--- config.mk ---
export PLATFORM = sky130hd
export DESIGN_NAME = vga_frame_streamer
export DESIGN_NICKNAME = d
export VERILOG_FILES = /design/src/rtl/vga_frame_streamer.sv
export SDC_FILE = /design/constraint.sdc
export NUM_CORES = 1
export LEC_CHECK = 0
export CELL_PAD_IN_SITES_DETAIL_PLACEMENT = 0
export CELL_PAD_IN_SITES_GLOBAL_PLACEMENT = 1
export CORE_MARGIN = 5
export CORE_UTILIZATION = 40
export DETAILED_ROUTE_END_ITERATION = 10
export DONT_BUFFER_PORTS = 1
export PLACE_DENSITY_LB_ADDON = 0.1
export SYNTH_ARGS = -nofsm -noshare
export SYNTH_HDL_FRONTEND = slang
export SYNTH_SLANG_ARGS = --single-unit
--- constraint.sdc ---
create_clock -name clk -period 2.05 [get_ports clk]
set_input_delay 0.1025 -clock clk [delete_from_list [all_inputs] [get_ports clk]]
set_output_delay 0.1025 -clock clk [all_outputs]
set_load 0.02 [all_outputs]
--- src/rtl/vga_frame_streamer.sv ---
// vga_frame_streamer: streams one frame from a sync-read source buffer to the VGA driver write port as start, NUM_PIX we/wdata beats, done
//   clk, rst            clock, synchronous active-high reset
//   go                  frame request pulse, accepted only in IDLE
//   pause               holds off new source reads while high
//   src_re/src_raddr    source buffer read request
//   src_rdata           source data, valid the cycle after src_re
//   start/we/wdata/done frame stream to the VGA driver
//   busy                high from the start cycle through the done cycle
module vga_frame_streamer #(
  parameter int ADDR_W  = 16,
  parameter int DATA_W  = 12,
  parameter int NUM_PIX = 65536
) (
  input  logic              clk,
  input  logic              rst,
  input  logic              go,
  input  logic              pause,
  output logic              src_re,
  output logic [ADDR_W-1:0] src_raddr,
  input  logic [DATA_W-1:0] src_rdata,
  output logic              start,
  output logic              we,
  output logic [DATA_W-1:0] wdata,
  output logic              done,
  output logic              busy
);
  typedef enum logic [2:0] {IDLE, START, STREAM, DRAIN, FIN} state_t;
  localparam int unsigned LAST_I = NUM_PIX - 1;
  localparam logic [ADDR_W:0] LAST = LAST_I[ADDR_W:0];
  state_t r_state, w_next;
  // one extra bit so a full 2^ADDR_W frame does not alias back to zero
  logic [ADDR_W:0] r_cnt;
  logic r_we;
  always_comb begin
    w_next = r_state;
    src_re = 1'b0;
    start  = 1'b0;
    done   = 1'b0;
    case (r_state)
      IDLE:    w_next = go ? START : IDLE;
      START: begin
        start  = 1'b1;
        w_next = STREAM;
      end
      STREAM: begin
        src_re = !pause;
        w_next = (!pause && r_cnt == LAST) ? DRAIN : STREAM;
      end
      DRAIN:   w_next = FIN;
      FIN: begin
        done   = 1'b1;
        w_next = IDLE;
      end
      default: w_next = IDLE;
    endcase
  end
  assign busy      = r_state != IDLE;
  assign src_raddr = r_cnt[ADDR_W-1:0];
  assign we        = r_we;
  // the source RAM has one cycle of latency, so its output lines up with the registered strobe
  assign wdata     = r_we ? src_rdata : '0;
  always_ff @(posedge clk) begin
    if (rst) begin
      r_state <= IDLE;
      r_cnt   <= '0;
      r_we    <= 1'b0;
    end else begin
      r_state <= w_next;
      r_we    <= src_re;
      r_cnt   <= src_re ? r_cnt + 1'b1 : (r_state == FIN ? '0 : r_cnt);
    end
  end
endmodule
Yosys cells after proc, flatten, opt, wreduce, memory -nomap -nowiden
Cells that the tools add are included.
{"block": "op_classes", "addsub": 1, "eq_ne": 5, "n_mux": 9, "reduce_logical": 5}
{"op": "2-to-1 mux 17 bit", "n": 2}
{"op": "adder 17 x 1 -> 17 bit, second input constant", "n": 1}
{"op": "equality test 17 x 16 -> 1 bit, second input constant", "n": 1}
{"op": "2-to-1 mux 12 bit", "n": 1}
{"op": "one-hot mux 3 bit (4 select lines)", "n": 1}
{"op": "equality test 3 x 2 -> 1 bit, second input constant", "n": 2}
{"op": "2-to-1 mux 1 bit", "n": 5}
{"op": "equality test 3 x 1 -> 1 bit, second input constant", "n": 1}
{"op": "equality test 3 bit, second input constant", "n": 1}
{"op": "zero test 3 bit", "n": 1}
{"op": "nonzero test 3 bit", "n": 1}
{"op": "nonzero test 2 bit", "n": 1}
{"op": "logical AND 1 bit", "n": 1}
{"op": "zero test 1 bit", "n": 1}
{"block": "totals", "register_bits": 21, "in_bits": 16, "out_inout_bits": 33, "word_cells": 23}

Logic depth before layout (Yosys ltp)
{"block": "depth", "depth_word": 4, "depth_mapped": 8, "depth_no_buf": 8}

Worst setup path before layout
No wires, ideal clock.
{"block": "synth_path", "kind": "register to register", "from": "register r_state[0]", "to": "register r_cnt[8]", "setup_ns": 0.130, "arrival_time_ns": 1.680, "required_ns": 1.920, "path_slack_ns": 0.241, "path_stages_with_launch": 7, "n_path_buf": 2, "synth_period_minus_slack_ns": 1.809, "cell_sequence": "dfxtp_1 > buf_6 > or4b_1 > buf_6 > or3_4 > o2111ai_2 > o41ai_2"}
{"block": "synth_via", "elab_chain_len": 3, "elab_cells_between_ends": 5, "cone_classes": "eq/ne (2); mux (2); reduce/logical (1)"}
{"element": "from (decl)", "line": "30", "source": "state_t r_state, w_next;"}
{"element": "from (signal assigned)", "line": "68", "source": "r_state <= w_next;"}
{"element": "equality test 3 x 2 -> 1 bit", "line": "39", "source": "case (r_state)"}
{"element": "2-to-1 mux 1 bit", "line": "39"}
{"element": "2-to-1 mux 17 bit / nonzero test 2 bit (equally long branches)"}
{"element": "to (signal assigned)", "line": "70", "source": "r_cnt <= src_re ? r_cnt + 1'b1 : (r_state == FIN ? '0 : r_cnt);"}
{"element": "to (decl)", "line": "32", "source": "logic [ADDR_W:0] r_cnt;"}
Parallel ways exist; a longest one is shown, timed or not.
A chain may end at the register's enable or synchronous reset.

Worst setup path after layout
{"block": "layout_path", "from": "register r_state[2]", "to": "register r_cnt[13]"}
{"block": "layout_via", "elab_chain_len": 3, "elab_cells_between_ends": 5, "cone_classes": "eq/ne (2); mux (2); reduce/logical (1)"}
{"element": "equality test 3 x 2 -> 1 bit (*)", "line": "39"}
{"element": "2-to-1 mux 1 bit (*)", "line": "39"}
{"element": "named net src_re", "line": "18", "source": "output logic src_re,"}
{"element": "2-to-1 mux 17 bit / nonzero test 2 bit (equally long branches)"}
Mark *: on every way through the listed nets, which the timed path passes. The rest lies on a longest branch.

==> impl_metrics.tcl <==
set metrics [dict create \
    rrSetupSlack_ps 250 \
    ys_ff_latch 21 \
    insertion_delay_ps 300 \
    worstMarginPinSlew_ps 798 \
    syn_area_per_cell_um2 8.18 \
    cts_buffers 3 \
    grt_overflow 0 \
    outcome "completed" \
    worstPathArrival_ps 2030 \
    cts_sinks 21 \
    hold_violations 0 \
    pwr-share-clk_pct 28.6 \
    nets 177 \
    clk_pin_slew_ps 110 \
    place_congestion 0.736 \
    yosysWarnings 0 \
    final_cells 202 \
    grt_pass1_wl_mm 5.03 \
    ir_drop_v 0.000306 \
    hold_class "input pin to flop" \
    cts_hold_buf 1 \
    pwr-share-seq_pct 59.4 \
    max_slew_margin_pct 46.6 \
    synthArstFlopShare_pct 0 \
    vias 1104 \
    wire_per_inst_um 15.5 \
    min_from "rst" \
    yosysTopAreaCell "dfxtp_1" \
    ant_nets 0 \
    finClkSkew_ps 6.35 \
    num_rows 20 \
    start_util_pct 42.5 \
    io_pins 49 \
    synth_edf_count 0 \
    finalSetupViolations 0 \
    cp.required_ps 2280 \
    fp.dieArea_um2 4540 \
    synth_ff_type "dfxtp_1" \
    powerDensity_nw_per_um2 518 \
    die_y_um 67.4 \
    path_max_fanout 10 \
    syn_area_um2 1320 \
    synthDistinctLibCells 42 \
    vias_per_cell 5.47 \
    rr_worst_depth 6 \
    post_cts_buffers 0 \
    grt_pass1_vias 1054 \
    portBuffers 0 \
    synthTopCellsByArea "dfxtp_1 32%, buf_4 9.1%, and2_1 5.7%" \
    synth.top_cell.area_share_pct 31.9 \
    period_minus_slack_ps 1800 \
    hpwl_mm 2.43 \
    antenna-diode-count 0 \
    rsz0062_at_grt "false" \
    synthesis.nets 179 \
    fmax_ghz 0.555 \
    drv_slew 0 \
    pwr-share-comb_pct 12.1 \
    fin_tns_setup_ps 0 \
    drt_iter0_markers 68 \
    holdWs_ps 23.9 \
    die_w_um 67.4 \
    sw_frac_of_total_pct 26.8 \
    r2r-start "r_state[2]" \
    antenna_found_initial 0 \
    areaGrowthSynthToFinish_pct 3.32 \
    endpoint_kind "flop" \
    core_um2 3100 \
    cts_max_path_buffers 2 \
    drt_wl_total_mm 3.13 \
    rr_endpoint "r_cnt[13]" \
    fin_crit_sh_pct 87.9 \
    finalCoreUtilization_pct 43.9 \
    drive_gt1_share_pct 20.3 \
    cts_tree "yes" \
    p_switching_uw 189 \
    synth-seq-area-share_pct 31.9 \
    dr.pass1.iters 4 \
    hold_depth 2 \
    cts-root-buf "clkbuf_4" \
    p_int_uw 516 \
    p_leak_uw 0.000532 \
    grt_start_max_net_pins 21 \
    grt_use_total_pct 14.4 \
    path_class "flop to flop" \
    cts_resized 0 \
    syn_inst 161 \
    drv_cap 0 \
    drc_errors 0 \
    cp-start-kind "flop" \
    holdPathEnd "r_cnt[14]" \
    dpl.cell_count 197 \
    cts_max_level 1 \
]
-- power by group through the flow --
stage	combinational, µW	sequential, µW	clock (µW)
detailed placement	77.7	428	0
CTS	85.6	419	210
global route	93.0	420	228
finish	85.0	419	201
global placement	76.9	427	0
floorplan	72.0	427	0
-- per-stage QoR --
step | power (µW) | area, µm² | setup WS, ps
finish | 705 | 1360 | 248
global route | 741 | 1360 | 72.4
CTS | 714 | 1360 | 237
detailed placement | 506 | 1330 | 270
global placement | 504 | 1330 | 304
floorplan | 499 | 1320 | 241
-- registers in the layout (all words and copies together), names as in the netlist --
register and count:
r_state 3, we 1, r_cnt 17
-- worst max-delay path by stage --
stage,cells after the start,to,start
after floorplan,6,r_cnt[8],r_state[0]
after global placement,5,r_cnt[8],r_state[2]
after detailed placement,6,r_cnt[13],r_state[2]
after CTS,6,r_cnt[13],r_state[2]
after global routing,7,r_cnt[16],r_cnt[1]
final,6,r_cnt[13],r_state[2]
-- metal layers --
metal | vias to the layer above | track usage [%] | wire length, µm
li1 | 548 | - | -
met1 | 512 | 17.5 | 1340
met4 | 0 | 3.29 | 18
met3 | 2 | 5.82 | 260
met2 | 42 | 23.8 | 1510
met5 | - | 0 | 0
-- placed cells by master, fill, tap and decap left out, drive strengths merged, types with 2 or more instances in the layout --
cell / Yosys / final
a211oi: 2 / 2
a21oi: 9 / 9
a311oi: 2 / 2
a31oi: 2 / 2
and2: 12 / 12
and3: 5 / 5
and4: 2 / 2
buf: 21 / 16
clkbuf: 3 / 4
dfxtp: 21 / 21
ha: 2 / 2
inv: 7 / 7
mux2: 3 / 3
nand2: 12 / 12
nand3: 7 / 7
nand4: 3 / 3
nor2: 18 / 18
nor3: 5 / 5
nor3b: 2 / 2
o211ai: 3 / 3
o21ai: 3 / 3
or3: 4 / 4
-- worst max-delay path, cell delays in order, from the launching register on --
cell and delay (ps):
dfxtp_1 320, or4b_1 500, buf_4 200, inv_8 120
nand4_4 130, or3_1 330, a21oi_1 130
-- cell type report --
type                            instances  area (µm²)
Clock buffer                            4        26.3
Fill cell                             336        1740
Inverter                                7        33.8
Multi-Input combinational cell        109         696
Sequential cell                        21         420
Tap cell                               44        55.1
Timing Repair Buffer                   17         130
-- cell families after synthesis --
logic type               synth area share (%)
AO/OA/AOI/OAI                            14.6
adder cells (fa/ha/maj)                  1.90
buffers and inverters                    15.3
AND/OR/NAND/NOR                          33.0
XOR/XNOR                                0.665
flip-flops                               31.9
multiplexers                             2.56
-- cell usage after synthesis (3+ instances only) --
cell / n
a21oi_1: 9
and2_1: 12
and3_1: 5
buf_4: 16
clkbuf_1: 3
dfxtp_1: 21
inv_1: 6
mux2_2: 3
nand2_1: 12
nand3_1: 7
nor2_1: 18
nor3_1: 4
o211ai_1: 3
o21ai_0: 3
or3_1: 3
Power figures use the tool's default switching activity.
